### config.mk
export PLATFORM = sky130hd
export DESIGN_NAME = mem_stage_lsu
export DESIGN_NICKNAME = d
export VERILOG_FILES = /design/src/rtl/mem_stage_lsu.sv
export SDC_FILE = /design/constraint.sdc
export NUM_CORES = 1
export LEC_CHECK = 0
export ABC_AREA = 1
export CAP_MARGIN = 0
export CORE_MARGIN = 2
export CORE_UTILIZATION = 26
export DETAILED_ROUTE_END_ITERATION = 7
export GPL_ROUTABILITY_DRIVEN = 0
export PLACE_DENSITY = 0.6
export SYNTH_ARGS = -nofsm -noshare
export SYNTH_HDL_FRONTEND = slang
export SYNTH_SLANG_ARGS = --single-unit
### constraint.sdc
create_clock -name clk -period 1.8 [get_ports clk]
set_input_delay 0.45 -clock clk [delete_from_list [all_inputs] [get_ports clk]]
set_output_delay 0.45 -clock clk [all_outputs]
set_load 0.02 [all_outputs]
### src/rtl/mem_stage_lsu.sv
// rtl/mem_stage_lsu.sv - memory stage: load/store unit over req/ready bus, drives MEM/WB register
module mem_stage_lsu #(
    parameter int DATA_WIDTH = 32,
    parameter int TIMEOUT    = 16
) (
    input  logic                  clk,
    input  logic                  rst_n,
    input  logic [DATA_WIDTH-1:0] MEM_alu_result_i,
    input  logic [DATA_WIDTH-1:0] MEM_rs2_data_i,
    input  logic [4:0]            MEM_rd_add_i,
    input  logic                  MEM_regwrite_i,
    input  logic [1:0]            MEM_sel_to_reg_i,
    input  logic                  MEM_RD_mem_i,
    input  logic                  MEM_WR_mem_i,
    input  logic [3:0]            MEM_mem_op_i,
    input  logic [DATA_WIDTH-1:0] MEM_pc_i,
    output logic                  dmem_req_o,
    output logic                  dmem_we_o,
    output logic [DATA_WIDTH-1:0] dmem_addr_o,
    output logic [DATA_WIDTH-1:0] dmem_wdata_o,
    output logic [3:0]            dmem_be_o,
    input  logic                  dmem_ready_i,
    input  logic [DATA_WIDTH-1:0] dmem_rdata_i,
    output logic                  mem_stall_o,
    output logic [4:0]            WB_rd_add_o,
    output logic                  WB_regwrite_o,
    output logic [1:0]            WB_sel_to_reg_o,
    output logic [DATA_WIDTH-1:0] WB_alu_result_o,
    output logic [DATA_WIDTH-1:0] WB_load_data_o,
    output logic [DATA_WIDTH-1:0] WB_pc_plus4_o,
    output logic                  misaligned_o,
    output logic                  bus_err_o
);

    localparam int CNT_W = $clog2(TIMEOUT + 2);

    typedef enum logic {S_IDLE = 1'b0, S_WAIT = 1'b1} state_t;

    state_t           state, state_n;
    logic [CNT_W-1:0] cnt, cnt_n;

    logic       access, store, legal, misalign, valid_acc;
    logic       complete, abort;
    logic [1:0] off, size;
    logic [7:0] rbyte;
    logic [15:0] rhalf;
    logic [31:0] load_ext;

    assign access = MEM_RD_mem_i | MEM_WR_mem_i;
    assign store  = MEM_WR_mem_i;
    assign off    = MEM_alu_result_i[1:0];
    assign size   = MEM_mem_op_i[1:0];

    // Legality is checked against the direction actually performed (store wins).
    always_comb begin
        legal = 1'b0;
        if (store) begin
            legal = (MEM_mem_op_i == 4'd8) || (MEM_mem_op_i == 4'd9) || (MEM_mem_op_i == 4'd10);
        end else begin
            legal = (MEM_mem_op_i == 4'd0) || (MEM_mem_op_i == 4'd1) || (MEM_mem_op_i == 4'd2) ||
                    (MEM_mem_op_i == 4'd4) || (MEM_mem_op_i == 4'd5);
        end
    end

    assign misalign  = access & (~legal | ((size == 2'd1) & off[0]) | ((size == 2'd2) & (off != 2'd0)));
    assign valid_acc = access & ~misalign;
    assign complete  = valid_acc & dmem_ready_i;
    assign abort     = (state == S_WAIT) & valid_acc & ~dmem_ready_i &
                       (TIMEOUT != 0) & (cnt == CNT_W'(TIMEOUT));

    // Bus side is purely combinational; reset gates the request and stall immediately.
    assign dmem_req_o  = rst_n & valid_acc & ((state == S_IDLE) | (state == S_WAIT));
    assign dmem_we_o   = store;
    assign dmem_addr_o = {MEM_alu_result_i[31:2], 2'b00};
    assign mem_stall_o = rst_n & valid_acc & ~dmem_ready_i & ~abort;

    always_comb begin
        dmem_wdata_o = MEM_rs2_data_i;
        dmem_be_o    = 4'b1111;
        case (size)
            2'd0: begin
                dmem_wdata_o = {4{MEM_rs2_data_i[7:0]}};
                dmem_be_o    = 4'b0001 << off;
            end
            2'd1: begin
                dmem_wdata_o = {2{MEM_rs2_data_i[15:0]}};
                dmem_be_o    = 4'b0011 << off;
            end
            default: begin
                dmem_wdata_o = MEM_rs2_data_i;
                dmem_be_o    = 4'b1111;
            end
        endcase
        if (!store) begin
            dmem_be_o = 4'b1111;
        end
    end

    always_comb begin
        rbyte    = dmem_rdata_i[{off, 3'b000} +: 8];
        rhalf    = off[1] ? dmem_rdata_i[31:16] : dmem_rdata_i[15:0];
        load_ext = dmem_rdata_i;
        case (size)
            2'd0:    load_ext = MEM_mem_op_i[2] ? {24'd0, rbyte} : {{24{rbyte[7]}}, rbyte};
            2'd1:    load_ext = MEM_mem_op_i[2] ? {16'd0, rhalf} : {{16{rhalf[15]}}, rhalf};
            default: load_ext = dmem_rdata_i;
        endcase
    end

    always_comb begin
        state_n = state;
        cnt_n   = cnt;
        case (state)
            S_IDLE: begin
                if (valid_acc && !dmem_ready_i) begin
                    state_n = S_WAIT;
                    cnt_n   = CNT_W'(1);
                end
            end
            S_WAIT: begin
                if (!valid_acc || dmem_ready_i || abort) begin
                    state_n = S_IDLE;
                    cnt_n   = '0;
                end else begin
                    cnt_n = cnt + CNT_W'(1);
                end
            end
            default: begin
                state_n = S_IDLE;
                cnt_n   = '0;
            end
        endcase
    end

    always_ff @(posedge clk or negedge rst_n) begin
        if (!rst_n) begin
            state <= S_IDLE;
            cnt   <= '0;
        end else begin
            state <= state_n;
            cnt   <= cnt_n;
        end
    end

    // Anything that is neither a finished access nor a non-memory op becomes a bubble.
    always_ff @(posedge clk or negedge rst_n) begin
        if (!rst_n) begin
            WB_rd_add_o     <= '0;
            WB_regwrite_o   <= 1'b0;
            WB_sel_to_reg_o <= '0;
            WB_alu_result_o <= '0;
            WB_load_data_o  <= '0;
            WB_pc_plus4_o   <= '0;
            misaligned_o    <= 1'b0;
            bus_err_o       <= 1'b0;
        end else begin
            misaligned_o <= misalign;
            bus_err_o    <= abort;
            if (!access || complete) begin
                WB_rd_add_o     <= MEM_rd_add_i;
                WB_regwrite_o   <= MEM_regwrite_i & ~store;
                WB_sel_to_reg_o <= MEM_sel_to_reg_i;
                WB_alu_result_o <= MEM_alu_result_i;
                WB_load_data_o  <= (access && !store) ? load_ext : '0;
                WB_pc_plus4_o   <= MEM_pc_i + DATA_WIDTH'(4);
            end else begin
                WB_rd_add_o     <= '0;
                WB_regwrite_o   <= 1'b0;
                WB_sel_to_reg_o <= '0;
                WB_alu_result_o <= '0;
                WB_load_data_o  <= '0;
                WB_pc_plus4_o   <= '0;
            end
        end
    end

endmodule

==> impl_metrics.csv <==
group,metric,value,unit
status,outcome,"finished, violations left",
status,violations,"negative setup slack",
yosys,yosys.area.top_type,"dfrtp_1",
cts,clock_sinks,112,
layout,fin_util,47.7,%
layout,instances_no_fill,1475,
sta,drv_slew,0,
power_and_ir_drop,power_density,619,mW/mm^2
yosys,synth_top_family_by_area,"simple AND/OR/NAND/NOR gates",
sta,fin_hold_ws,0.256,ns
layout,multi_input_area,0.00247,mm^2
yosys,synth_compound_area_share,4.50,%
critical_path,start_kind,"input pin",
critical_path,endpoint_kind,"output pin",
sta,tightest_slew,0.781,ns
power_and_ir_drop,p_leak,5.62,nW
yosys,yosys.area_share.simple,30.4,%
layout,syn_to_final_growth,79.4,%
yosys,synth_area,0.00584,mm^2
grt,grt_pass1_vias,6448,
floorplanning,core,0.0220,mm^2
critical_path,cp_cell_sequence,"buf_8 -> buf_6 -> buf_6 -> nor2_4 -> buf_8 -> nand2_4 -> o211ai_1 -> buf_4",
grt,grt-ovfl-total,0,
yosys,seq_area_frac_synth,48.0,%
cts,htree_levels,3,
cts,cts_hold_buf,0,
layout,n_fill_cell,2149,
critical_path,critPathMaxFanout,5,
routing,dr.pass1.iters,5,
yosys,ys_seq_elements,112,
cts,clock_latency,0.35,ns
critical_path,arrival,1.45,ns
sta,fin_setup_tns,-0.896,ns
yosys,ys_types,27,
yosys,netlist_instances,795,
floorplanning,die_w,154,um
place,dp_cells,1439,
floorplanning,initial_utilization,26.6,%
yosys,synth.avg_cell_area,7.35,um^2
yosys,synthTopCellsByArea,"dfrtp_1 (48%), nor2_1 (14%), nand2_1 (12%), inv_1 (6.7%), buf_4 (5.3%)",
sta,timing.fmax,0.527,GHz
layout,antenna_cells,0,
floorplanning,dieArea,0.0237,mm^2
critical_path,timing.rr.start,"cnt[1]",
critical_path,critPathMaxStageDelay,0.17,ns
cts,ctsRootBufferMaster,"clkbuf_16",
routing,wirelength,22700,um
grt,grt_pass1_wl,35000,um
sta,fin_skew,0.00234,ns
yosys,synthAdderAreaFrac,0.642,%
routing,wl_per_cell,15.4,um
yosys,synth.most_common_cell,"nor2_1",
cts,clkTransAtPathRegs,0.08,ns
hold_path,hold_class,"in2async",
yosys,synthMuxAreaShare,0,%
floorplanning,num_rows,54,
routing,drtAntennaViolNets,0,
sta,setup_viol,18,
grt,grt_max_degree,58,
sta,relSlewSlack,47.9,%
yosys,synthXorXnorAreaFrac,2.40,%
sta,hold_violations,0,
routing,dr_total_vias,6357,
layout,drive_above_1_share,20.0,%
critical_path,crit_slowest_cell,"buf_8",
cts,cts_tree,"built",
run,drv_cap,0,
cts,cts_buffers,9,
critical_path,startpoint,"MEM_mem_op_i[0]",
sta,setup_slack,-0.0988,ns
critical_path,required,1.35,ns
grt,grt_usage,19.0,%
sta,rsz0062_at_grt,"yes",
routing,drcViolationCount,0,
place,port_buffers,319,
place,hpwl,17800,um
grt,antenna_found_initial,0,
yosys,yosysWarningCount,0,
yosys,ys_async_sr_fraction,100,%
routing,vias_per_cell,4.31,
layout,finalInstanceArea,0.0105,mm^2
critical_path,critPathKind,"in2out",
layout,regArea,0.00280,mm^2
floorplanning,dieHeight,154,um
yosys,synth_top_cell_area_share,48.0,%
floorplanning,ios,322,
layout,final_nets,1338,
yosys,synth_flop_cell,"dfrtp_1",
sta,min_period,1.90,ns
sta,fin_crit_sh,105,%
routing,drt_iter0_markers,368,
power_and_ir_drop,vdd_drop_max,0.000341,V
place,dpl-instance-area,0.00982,mm^2
cts,clockBufferDepth,2,
yosys,synthTopCellsByCount,"nor2_1 (215), nand2_1 (187), dfrtp_1 (112)",
yosys,synth_edf_count,0,
## where the power goes
group	internal [mW]	switching, mW	total [mW]
logic	0.894	0.943	1.84
clock network	0.969	1.04	2.01
registers	2.62	0.0298	2.65
total	4.48	2.01	6.49
## stage by stage
step           power, mW  worst slack (ns)
2_1_floorplan       3.42           -0.0476
5_1_grt             6.80            -0.144
3_5_place_dp        4.47             -1.21
4_1_cts             6.54            -0.142
6_report            6.49           -0.0988
3_3_place_gp        4.46             -1.16
## timing repair
item / CTS / global route
gates cloned: 2 / 0
setup buffers: 20 / 3
resized for setup: 305 / 70
setup endpoints to repair: 141 / 63
hold endpoints to repair: 0 / 0
pin swaps: 19 / 12
## state kept, by name, indices dropped and copies added, names as in the netlist
name / count
WB_pc_plus4_o: 32
WB_alu_result_o: 32
WB_regwrite_o: 1
WB_load_data_o: 32
misaligned_o: 1
WB_rd_add_o: 5
WB_sel_to_reg_o: 2
bus_err_o: 1
state: 1
cnt: 5
## layout by cell type (no fill, tap or decap), types with 4 or more instances in the layout
| cell | count |
|---|---|
| inv_1 | 99 |
| xnor2_1 | 9 |
| o21ai_2 | 6 |
| buf_4 | 119 |
| buf_6 | 27 |
| dfrtp_1 | 112 |
| o211ai_1 | 9 |
| dlymetal6s2s_1 | 18 |
| dlygate4sd2_1 | 54 |
| nand4_1 | 6 |
| nor2_4 | 5 |
| nand2_2 | 9 |
| a21oi_1 | 18 |
| clkdlybuf4s50_1 | 206 |
| inv_2 | 9 |
| nand2_4 | 12 |
| buf_2 | 10 |
| o21ai_0 | 5 |
| xor2_1 | 7 |
| nand3_1 | 24 |
| nand2_1 | 170 |
| buf_12 | 5 |
| o21ai_1 | 4 |
| nand3_2 | 4 |
| o22ai_1 | 4 |
| nor2_1 | 207 |
| clkbuf_16 | 9 |
## logic make-up after synthesis
group | count (synthesis)
AO/OA/AOI/OAI | 47
XOR/XNOR | 16
adder cells (fa/ha/maj) | 3
buffers and inverters | 170
flip-flops | 112
other | 1
AND/OR/NAND/NOR | 446
## layer usage
layer / vias to the layer above / global-route usage, % / wire (um)
met4: 0 / 8.37 / 809
met2: 206 / 32.5 / 11400
met1: 2970 / 24.3 / 9520
li1: 3137 / - / -
met3: 44 / 2.14 / 993
met5: - / 0 / 0
## path summary, 6_finish.rpt
check	cells after the start	slack, ns	end
min in group clk	5	0.54	WB_regwrite_o
hold / removal	2	0.26	WB_load_data_o[3]
max in group asynchronous	3	0.65	WB_rd_add_o[2]
setup reg to reg	9	0.48	cnt[2]
hold reg to reg	3	0.60	state
setup / recovery	8	-0.1	dmem_wdata_o[29]
## worst max-delay path: cells and delay by family
kind                   cells  cell delay, ns
AO/OA/AOI/OAI              1            0.10
AND/OR/NAND/NOR            2            0.22
buffers and inverters      5            0.66
## layout make-up
class	count	area share (%)
sequential	112	26.7
clock inverter	7	0.632
tap	280	3.34
clock buffer	9	2.15
inverter	108	3.87
multi-input combinational	514	23.5
timing repair buffer	445	39.7
No activity file was read; power rests on OpenSTA's default activity.
==> edit: new RTL, same settings <==
Change the parameter `TIMEOUT` from 16 to 32.
--- a/src/rtl/mem_stage_lsu.sv
+++ b/src/rtl/mem_stage_lsu.sv
@@ -3,3 +3,3 @@
     parameter int DATA_WIDTH = 32,
-    parameter int TIMEOUT    = 16
+    parameter int TIMEOUT    = 32
 ) (
Formal check against the unedited RTL: same outputs for any inputs over 10 cycles, from zero or initial values and one cycle with rst_n low; that may be too few to reach the edited logic, so the function may still have changed.
==> edit against the unedited design <==
- the flow still finishes with violations (setup timing)
- synthesized area is 2.5% higher
- worst setup slack worse by 0.018 ns
- register-to-register slack worse by 0.05 ns
- clock power is 60% higher
- fmax is 0.93% lower
- total power is 18% higher
- critical path depth is 2 lower
- cell area is 3.8% higher
- routed wire length is 1.2% higher
- sequential cell count is 1 higher
==> edit: results (changes against the unedited design) <==
Post-synth cell types: 35 (was 27)
GRT Total Usage: 19.0% (about the same)
Final setup margin: -0.117 ns (was -0.0988 ns)
CTS clk-pin slew, worst paths: 0.06 ns (was 0.08 ns)
Worst clock skew: 0.00531 ns (was 0.00234 ns)
Crit path capture: mem_stall_o (was dmem_wdata_o[29])
DP Worst Slack: -1.04 ns (was -1.21 ns)
Post-synthesis compound-gate area fraction: 4.14% (was 4.50%)
Placed cell count: 1430 (was 1439)
Clock share of power: 41.7% (was 30.9%)
Mean Syn Cell Area: 7.81 µm² (was 7.35 µm²)
Post-synthesis mux area share: 1.17% (was 0%)
Depth of the most critical reg-to-reg path: 7 (was 9)
Data arrival time of the worst path: 1.47 ns (was 1.45 ns)
Outcome: complete, but fails checks (unchanged)
Leading cell types by total area after synthesis: dfrtp_1, nand2_1, nor2_1 (was dfrtp_1, nor2_1, nand2_1)
Post-synth top cells: nand2_1, nor2_1, dfrtp_1 (was nor2_1, nand2_1, dfrtp_1)
Total Wirelength: 23000 µm (was 22700 µm)
Cell family with most CP delay: flip-flops (was buffers and inverters)
Final setup vio count: 2 (was 18)
Combinational power share: 23.5% (was 28.3%)
First-pass GRT wire length: 35300 µm (was 35000 µm)
Via density: 4.31 (about the same)
Largest net degree at the start of global routing: 81 (was 58)
Share of cells above drive strength 1: 24.3% (was 20.0%)
R2r setup slk: 0.43 ns (was 0.48 ns)
1st-iter DRT viols: 334 (was 368)
Post-DP Area: 0.0101 mm² (was 0.00982 mm²)
Clock latency on the worst-skew pair: 0.42 ns (was 0.35 ns)
Fin nets: 1334 (was 1338)
Adder-cell share of the synthesized area: 0.627% (was 0.642%)
RR Endpoint: cnt[4] (was cnt[2])
Critical Path Source: cnt[1] (was MEM_mem_op_i[0])
Failing checks: setup timing (unchanged)
Post-DP HPWL: 17500 µm (was 17800 µm)
Worst path slowest cell: dfrtp_1 (was buf_8)
Via count: 6399 (was 6357)
CTS buffer count: 17 (was 9)
Vias in the first global route: 6460 (was 6448)
H-Tree Depth: 4 (was 3)
Setup TNS: -0.145 ns (was -0.896 ns)
Peak VDD IR: 0.536 mV (was 0.341 mV)
Post-Synth XOR/XNOR Area: 2.49% (was 2.40%)
edit: changes by cell type after synthesis, moves of 4 or more:
cell / delta
nor2_1: -58
a21oi_1: -15
o211ai_1: +6
xnor2_1: -6
mux2i_1: +7
nand3_1: -4
a31oi_1: +8
xor2_1: +7
nor3_1: +10
or2_2: +7
o21ai_0: -4
nor2_4: +12
edit: final cells by class:
class	instances	share of cell area, %
Multi-Input combinational cell	489	23.0
Sequential cell	113	26.0
Clock inverter	15	1.23
Clock buffer	17	3.91
Timing Repair Buffer	460	38.9
Tap cell	285	3.28
Inverter	105	3.71
edit: timing repair:
action | 4_1_cts | 5_1_grt
cloned | 2 | 0
hold buffers | 0 | 0
setup buffers | 14 | 8
gates resized for setup | 374 | 54
pin swaps | 20 | 12
setup endpoints to repair | 200 | 118
edit: layer usage:
layer / global-route usage, % / share of wire, %
met1: 23.8 / 42
met2: 31.5 / 49
met3: 4.69 / 5.6
met4: 7.69 / 2.8
met5: 0 / 0
